**config.mk**
```make
export PLATFORM = sky130hd
export DESIGN_NAME = alu_seq
export DESIGN_NICKNAME = d
export VERILOG_FILES = /design/src/rtl/alu_seq.sv
export SDC_FILE = /design/constraint.sdc
export NUM_CORES = 1
export LEC_CHECK = 0
export BUFFER_PORTS_ARGS = -buffer_cell sky130_fd_sc_hd__buf_2
export CAP_MARGIN = 10
export CORE_MARGIN = 2
export CORE_UTILIZATION = 60
export CTS_CLUSTER_SIZE = 14
export DETAILED_ROUTE_END_ITERATION = 6
export PLACE_DENSITY = 0.8
export SYNTH_ARGS = -nofsm -noshare
export SYNTH_HDL_FRONTEND = slang
export SYNTH_SLANG_ARGS = --single-unit
```
**constraint.sdc**
```tcl
create_clock -name clk -period 4.33 [get_ports clk]
set_input_delay 0.433 -clock clk [delete_from_list [all_inputs] [get_ports clk]]
set_output_delay 0.433 -clock clk [all_outputs]
set_load 0.05 [all_outputs]
```
**src/rtl/alu_seq.sv**
```systemverilog
// -----------------------------------------------------------------------------
// alu_seq -- small sequential ALU with a multi-cycle shift-add multiplier.
//
// Single-cycle ops (add, sub, and, or, shl, shr, pass) update the result and
// flags on the edge that samples start and pulse done in the following cycle.
// Multiply (op 3'b110) captures both operands, then runs WIDTH shift-add
// steps while busy is high. It writes the low half of the product to t and
// the high half to h, then pulses done.
//
// Ports
//   clk    in   1      rising-edge clock
//   rst    in   1      synchronous active-high reset
//   start  in   1      operation request (ignored while busy)
//   op     in   3      operation code, sampled with start
//   s      in   WIDTH  operand A
//   d      in   WIDTH  operand B
//   t      out  WIDTH  registered result
//   h      out  WIDTH  registered high half of the last multiply
//   cf     out  1      registered carry / borrow flag
//   zf     out  1      registered zero flag
//   busy   out  1      multiply in progress
//   done   out  1      one-cycle pulse: result valid
// -----------------------------------------------------------------------------
module alu_seq #(
    parameter int WIDTH = 8
) (
    input  logic             clk,
    input  logic             rst,
    input  logic             start,
    input  logic [2:0]       op,
    input  logic [WIDTH-1:0] s,
    input  logic [WIDTH-1:0] d,
    output logic [WIDTH-1:0] t,
    output logic [WIDTH-1:0] h,
    output logic             cf,
    output logic             zf,
    output logic             busy,
    output logic             done
);

    localparam int CW = (WIDTH > 1) ? $clog2(WIDTH) : 1;
    localparam logic [CW-1:0] LAST_STEP = CW'(WIDTH - 1);

    localparam logic [0:0] ST_IDLE = 1'b0;
    localparam logic [0:0] ST_MUL  = 1'b1;

    localparam logic [2:0] OP_ADD  = 3'b000;
    localparam logic [2:0] OP_SUB  = 3'b001;
    localparam logic [2:0] OP_AND  = 3'b010;
    localparam logic [2:0] OP_OR   = 3'b011;
    localparam logic [2:0] OP_SHL  = 3'b100;
    localparam logic [2:0] OP_SHR  = 3'b101;
    localparam logic [2:0] OP_MUL  = 3'b110;
    localparam logic [2:0] OP_PASS = 3'b111;

    logic [0:0]         r_state;
    logic [WIDTH-1:0]   r_t;
    logic [WIDTH-1:0]   r_h;
    logic               r_cf;
    logic               r_zf;
    logic               r_busy;
    logic               r_done;
    logic [WIDTH-1:0]   r_mcand;
    logic [WIDTH-1:0]   r_mplier;
    logic [2*WIDTH-1:0] r_acc;
    logic [CW-1:0]      r_cnt;

    logic [WIDTH:0]     w_alu;
    logic [2*WIDTH-1:0] w_addend;
    logic [2*WIDTH-1:0] w_acc_next;

    // Single-cycle result: the MSB is the flag (carry/borrow/shifted-out bit),
    // and the low WIDTH bits are the result. Multiply is not handled here.
    function automatic logic [WIDTH:0] f_alu(
        input logic [2:0]       i_op,
        input logic [WIDTH-1:0] i_a,
        input logic [WIDTH-1:0] i_b
    );
        logic [WIDTH:0] v;
        v = '0;
        case (i_op)
            OP_ADD:  v = {1'b0, i_a} + {1'b0, i_b};
            OP_SUB:  v = {(i_a < i_b), i_a - i_b};
            OP_AND:  v = {1'b0, i_a & i_b};
            OP_OR:   v = {1'b0, i_a | i_b};
            OP_SHL:  v = {i_a[WIDTH-1], i_a[WIDTH-2:0], 1'b0};
            OP_SHR:  v = {i_a[0], 1'b0, i_a[WIDTH-1:1]};
            OP_PASS: v = {1'b0, i_a};
            default: v = {1'b0, i_a};
        endcase
        return v;
    endfunction

    // ALU result and the next multiply accumulator value. The step index
    // selects the multiplier bit and the multiplicand shift amount.
    always_comb begin
        w_alu    = f_alu(op, s, d);
        w_addend = '0;
        if (r_mplier[r_cnt]) begin
            w_addend = {{WIDTH{1'b0}}, r_mcand} << r_cnt;
        end else begin
            w_addend = '0;
        end
        w_acc_next = r_acc + w_addend;
    end

    // Control FSM, result and flag registers, and multiplier datapath.
    always_ff @(posedge clk) begin
        if (rst) begin
            r_state  <= ST_IDLE;
            r_t      <= '0;
            r_h      <= '0;
            r_cf     <= 1'b0;
            r_zf     <= 1'b0;
            r_busy   <= 1'b0;
            r_done   <= 1'b0;
            r_mcand  <= '0;
            r_mplier <= '0;
            r_acc    <= '0;
            r_cnt    <= '0;
        end else begin
            case (r_state)
                ST_IDLE: begin
                    r_done <= 1'b0;
                    if (start) begin
                        if (op == OP_MUL) begin
                            r_mcand  <= s;
                            r_mplier <= d;
                            r_acc    <= '0;
                            r_cnt    <= '0;
                            r_busy   <= 1'b1;
                            r_state  <= ST_MUL;
                        end else begin
                            r_t    <= w_alu[WIDTH-1:0];
                            r_cf   <= w_alu[WIDTH];
                            r_zf   <= (w_alu[WIDTH-1:0] == '0);
                            r_done <= 1'b1;
                        end
                    end
                end
                ST_MUL: begin
                    // start is ignored here; operands come only from the
                    // captured copies, so live s/d/op have no effect.
                    r_done <= 1'b0;
                    r_acc  <= w_acc_next;
                    if (r_cnt == LAST_STEP) begin
                        r_t     <= w_acc_next[WIDTH-1:0];
                        r_h     <= w_acc_next[2*WIDTH-1:WIDTH];
                        r_cf    <= |w_acc_next[2*WIDTH-1:WIDTH];
                        r_zf    <= (w_acc_next == '0);
                        r_busy  <= 1'b0;
                        r_done  <= 1'b1;
                        r_cnt   <= '0;
                        r_state <= ST_IDLE;
                    end else begin
                        r_cnt <= r_cnt + CW'(1);
                    end
                end
                default: begin
                    r_state <= ST_IDLE;
                    r_busy  <= 1'b0;
                    r_done  <= 1'b0;
                    r_cnt   <= '0;
                end
            endcase
        end
    end

    assign t    = r_t;
    assign h    = r_h;
    assign cf   = r_cf;
    assign zf   = r_zf;
    assign busy = r_busy;
    assign done = r_done;

endmodule

```
Word-level counts from Yosys, hierarchy flattened
Index checks and enable logic that the tools add are counted.
{ "word_totals": {"regBits": 56, "latch_bits": 0, "ram_bits": 0, "rom_bits": 0, "inputBits": 22, "output_inout_bits": 20, "wordCells": 76, "mem_count": 0} }
{ "classes": {"n_addsub": 4, "mul": 0, "div_mod_pow": 0, "magnitude_cmp": 2, "n_eq_ne": 11, "shift": 1, "n_mux": 35, "bitwise": 3, "n_reduce_logical": 9} }
{ "ops": {"columns": ["cell", "n"], "rows": [
  ["$pmux 9 s6", 1],
  ["$mux 16", 3],
  ["$pmux 16 s2", 1],
  ["$mux 8", 3],
  ["$add 16x16->16", 1],
  ["$logic_not 16->1", 1],
  ["$mux 1", 16],
  ["$pmux 8 s2", 1],
  ["$shl 8x3->16", 1],
  ["$eq 3x3->1 const B", 4],
  ["$pmux 1 s2", 5],
  ["$add 8x8->9", 1],
  ["$mux 3", 3],
  ["$reduce_and 3->1", 3],
  ["$and 8x8->8", 1],
  ["$logic_not 8->1", 1],
  ["$lt 8x8->1", 1],
  ["$or 8x8->8", 1],
  ["$reduce_or 8->1", 1],
  ["$sub 8x8->8", 1],
  ["$eq 3x2->1 const B", 2],
  ["$ne 2x2->1 const B", 3],
  ["$pmux 3 s2", 1],
  ["$lt 3x4->1 const B", 1],
  ["other kinds (7)", 8]
]} }

Depth between registers and ports, before layout
{ "depth": {"depth_word": 7, "depth_mapped": 16, "ltp_nobuf": 14} }

Worst setup path before layout
Ideal clock, no wire load.
{ "synth_path": {"kind": "flip-flop to flip-flop", "from": "register r_cnt[0]", "to": "register r_zf, in the netlist zf", "setup_time_ns": 0.096, "t_arrival_ns": 3.738, "required_time_ns": 4.234, "setup_slack_ns": 0.496, "stages_incl_launch_ff": 15, "n_path_buf": 2, "period_less_slack_ns": 3.834, "cell_sequence": "dfxtp_1 > clkbuf_1 > mux4_2 > nand2_1 > and2_1 > clkbuf_1 > a21oi_1 > ha_1 > a21o_1 > a2111o_1 > a311o_1 > o221ai_2 > o2111a_1 > nand4_1 > o41ai_2"} }
{ "synth_via": {"elab_chain_cells": 7, "elab_cells_between_ends": 11, "classes_between": "1 x add/sub; 2 x eq/ne; 1 x shift; 5 x mux; 2 x reduce/logical"} }
{ "synth_lines": {"columns": ["element", "line_no", "source"], "rows": [
  ["start, declared", "66", "logic [CW-1:0] r_cnt;"],
  ["start signal, assigned", "156", "r_cnt <= r_cnt + CW'(1);"],
  ["$bmux 1 s3", "99", "if (r_mplier[r_cnt]) begin"],
  ["$mux 1 (not written as such)", "99", null],
  ["$mux 16", "99", null],
  ["$add 16x16->16", "104", "w_acc_next = r_acc + w_addend;"],
  ["$logic_not 16->1", "150", "r_zf <= (w_acc_next == '0);"],
  ["$mux 1", "146", "if (r_cnt == LAST_STEP) begin"],
  ["$pmux 1 s2", "122", "case (r_state)"],
  ["end signal, assigned", "136", "r_zf <= (w_alu[WIDTH-1:0] == '0);"],
  ["end signal, assigned", "150", null],
  ["end, declared", "60", "logic r_zf;"]
]} }
Parallel ways exist; a longest one is shown, timed or not. The select of a mux whose other input is x is not followed.
A chain may end at the register's enable or synchronous reset.

Worst setup path in the final report
{ "layout_path": {"from": "register r_cnt[1]", "to": "register r_zf, in the netlist zf"} }
The elaborated chain is that of the path after synthesis.

==> flow_metrics.tcl <==
set metrics [dict create \
    fin_nets 705 \
    place_area_um2 4830 \
    cts_tree "built" \
    final_area_um2 4920 \
    start_util 0.628 \
    portBuffers 41 \
    final_common_cell "nand2_1" \
    netlist_area_um2 4600 \
    htree_levels 2 \
    path_clk_slew_ps 100 \
    hpwl_um 10100 \
    synth_cell_type_count 69 \
    grt_pass1_wl_um 21500 \
    total_power_uw 1100 \
    final_cell_mix "100 x nand2_1, 78 x a21oi_1, 64 x nor2_1, 56 x dfxtp_1" \
    firstDrtPassIters 5 \
    synth_edf_count 0 \
    grt.overflow.total 0 \
    syn_inst 622 \
    fp.dieH_um 91.6 \
    ant_nets 0 \
    crit_arrival_ps 4290 \
    max_cap_viol_count 0 \
    path_delay_family "compound AO/OA/AOI/OAI gates" \
    worst_slew_pin_slew_ps 1010 \
    drive_gt1_frac 0.111 \
    antenna_found_initial 0 \
    ys_seq_area_frac 0.243 \
    core-area_um2 7330 \
    finalHoldViolCount 0 \
    cp_slowest_cell "a2111oi_0" \
    max-slew-margin-rel 0.328 \
    hold_buffers 0 \
    cts_made_buffers 5 \
    vdd_drop_max_v 0.000195 \
    worst-path-max-fanout 10 \
    syn_nets 688 \
    hp-start "d[2]" \
    setup-tns-final_ps 0 \
    rows 31 \
    die_x_um 91.6 \
    leakagePower_uw 0.00215 \
    post-cts-setup-buffers 0 \
    antenna_cells 0 \
    r2r-start "r_cnt[1]$_SDFFE_PP0P_" \
    dieArea_um2 8390 \
    clk_latency_ps 320 \
    cts-root-buf "clkbuf_8" \
    setup-violations-final 0 \
    crit_chain "mux4_2, nand2_1, nor3_1, ha_1, a211o_1, a2111oi_0, o311ai_1, a21oi_1, xor2_2, nand4_1, o41ai_2" \
    path_buf_inv 0 \
    finalMaxSlewViolations 0 \
    ys_warn_count 0 \
    p_per_area_nw_per_um2 223 \
    hold_class "input port to register" \
    slowest_delay_ps 690 \
    vias_per_cell 6.41 \
    drt_iter0_drc 347 \
    synthArstFlopShare 0 \
    cts.sinks 56 \
    synthToLayoutAreaGrowth_pct 6.79 \
    fin_crit_sh 0.940 \
    ios 42 \
    cp-end-kind "register" \
    skew_ps 17.5 \
    gr-usage-all-layers 0.317 \
    cts_resized 0 \
    gp_congestion 1.09 \
    syn_avg_cell_area_um2 7.40 \
    drc 0 \
    clk_path_buf_depth 2 \
    rsz0062_at_grt "false" \
    ys_ff_latch 56 \
    required_ps 4550 \
    crit_path_start "r_cnt[1]$_SDFFE_PP0P_" \
    grt_pass1_vias 4425 \
    wl_per_cell_um 17.7 \
    critPathLaunchType "register" \
    fmax_ghz 0.246 \
    status "finished, final reports clean" \
    ys.flop_type "dfxtp_1" \
    grt_max_degree 58 \
    period_needed_ps 4070 \
    vias 4738 \
    crit_type "register to register" \
    postRouteWirelength_um 13100 \
]
==> through the flow <==
stage                     setup slack [ps]  hold slack (ps)  utilization  instances
final                                  259              377        0.671        739
after global routing                  96.3              385        0.671        739
after floorplan                        496              433            -        622
after CTS                              366              377        0.671        739
after detailed placement               390              443        0.659        731
after global placement                 619              437        0.659        731
==> cells by family (layout without fill, tap and decap cells) <==
logic type | Yosys count | after routing | synth area share
fa+ha+maj | 44 | 44 | 0.124
flops | 56 | 56 | 0.243
xor+xnor | 10 | 10 | 0.0223
buf+inv | 68 | 86 | 0.0554
mux | 23 | 23 | 0.0625
simple gates | 237 | 237 | 0.229
compound gates | 184 | 184 | 0.263
==> layout make-up <==
class	instances	area (um2)
Inverter	33	124
Fill cell	627	2410
Tap cell	99	124
Multi-Input combinational cell	498	3230
Timing Repair Buffer	45	235
Sequential cell	56	1120
Clock buffer	7	76.3
Clock inverter	1	8.76
==> cells in the mapped netlist, types with 7 or more instances <==
| library cell | instances | area [um2] |
|---|---|---|
| mux2i_1 | 13 | 130 |
| inv_1 | 29 | 109 |
| a31oi_1 | 9 | 56.3 |
| nand2_1 | 100 | 375 |
| ha_1 | 41 | 513 |
| o21ai_0 | 17 | 85.1 |
| nand4_1 | 7 | 43.8 |
| clkbuf_1 | 31 | 116 |
| a211oi_1 | 12 | 90.1 |
| nand3_1 | 12 | 60.1 |
| a21oi_1 | 78 | 390 |
| dfxtp_1 | 56 | 1120 |
| nor2_1 | 64 | 240 |
| nor3_1 | 15 | 75.1 |
| and3_1 | 8 | 50.1 |
| a21o_1 | 9 | 67.6 |
==> state kept, by name, indices dropped and copies added, names as in the netlist <==
name and flops:
busy 1, r_acc 16, done 1, t 8
zf 1, r_mplier 8, r_state 1, h 8
r_mcand 8, r_cnt 3, cf 1
==> worst min-delay path: stages <==
cell	delay (ps)
buf_2	120
nand2_1	60
a21oi_1	50
==> metal layers <==
layer	global-route usage	wire, um	vias up
li1	-	-	2266
met1	0.444	5860	2212
met2	0.498	5720	227
met3	0.0680	1250	33
met4	0.0758	237	0
met5	0	0	-
==> power by group <==
group          internal (uW)  leakage (uW)  switching (uW)
sequential               528      0.000454            9.15
combinational           86.3       0.00165             182
clock                    116     0.0000424             175
==> path summary, 6_finish.rpt <==
path | to | slack [ps] | cells after the start
worst min register to register | h[3]$_SDFFE_PP0P_ | 460 | 2
worst min-delay path | r_mplier[2]$_SDFFE_PP0P_ | 380 | 3
worst max-delay path | zf$_SDFFE_PP0P_ | 260 | 11
worst max register to register | zf$_SDFFE_PP0P_ | 260 | 11
No activity file was read; power rests on OpenSTA's default activity.
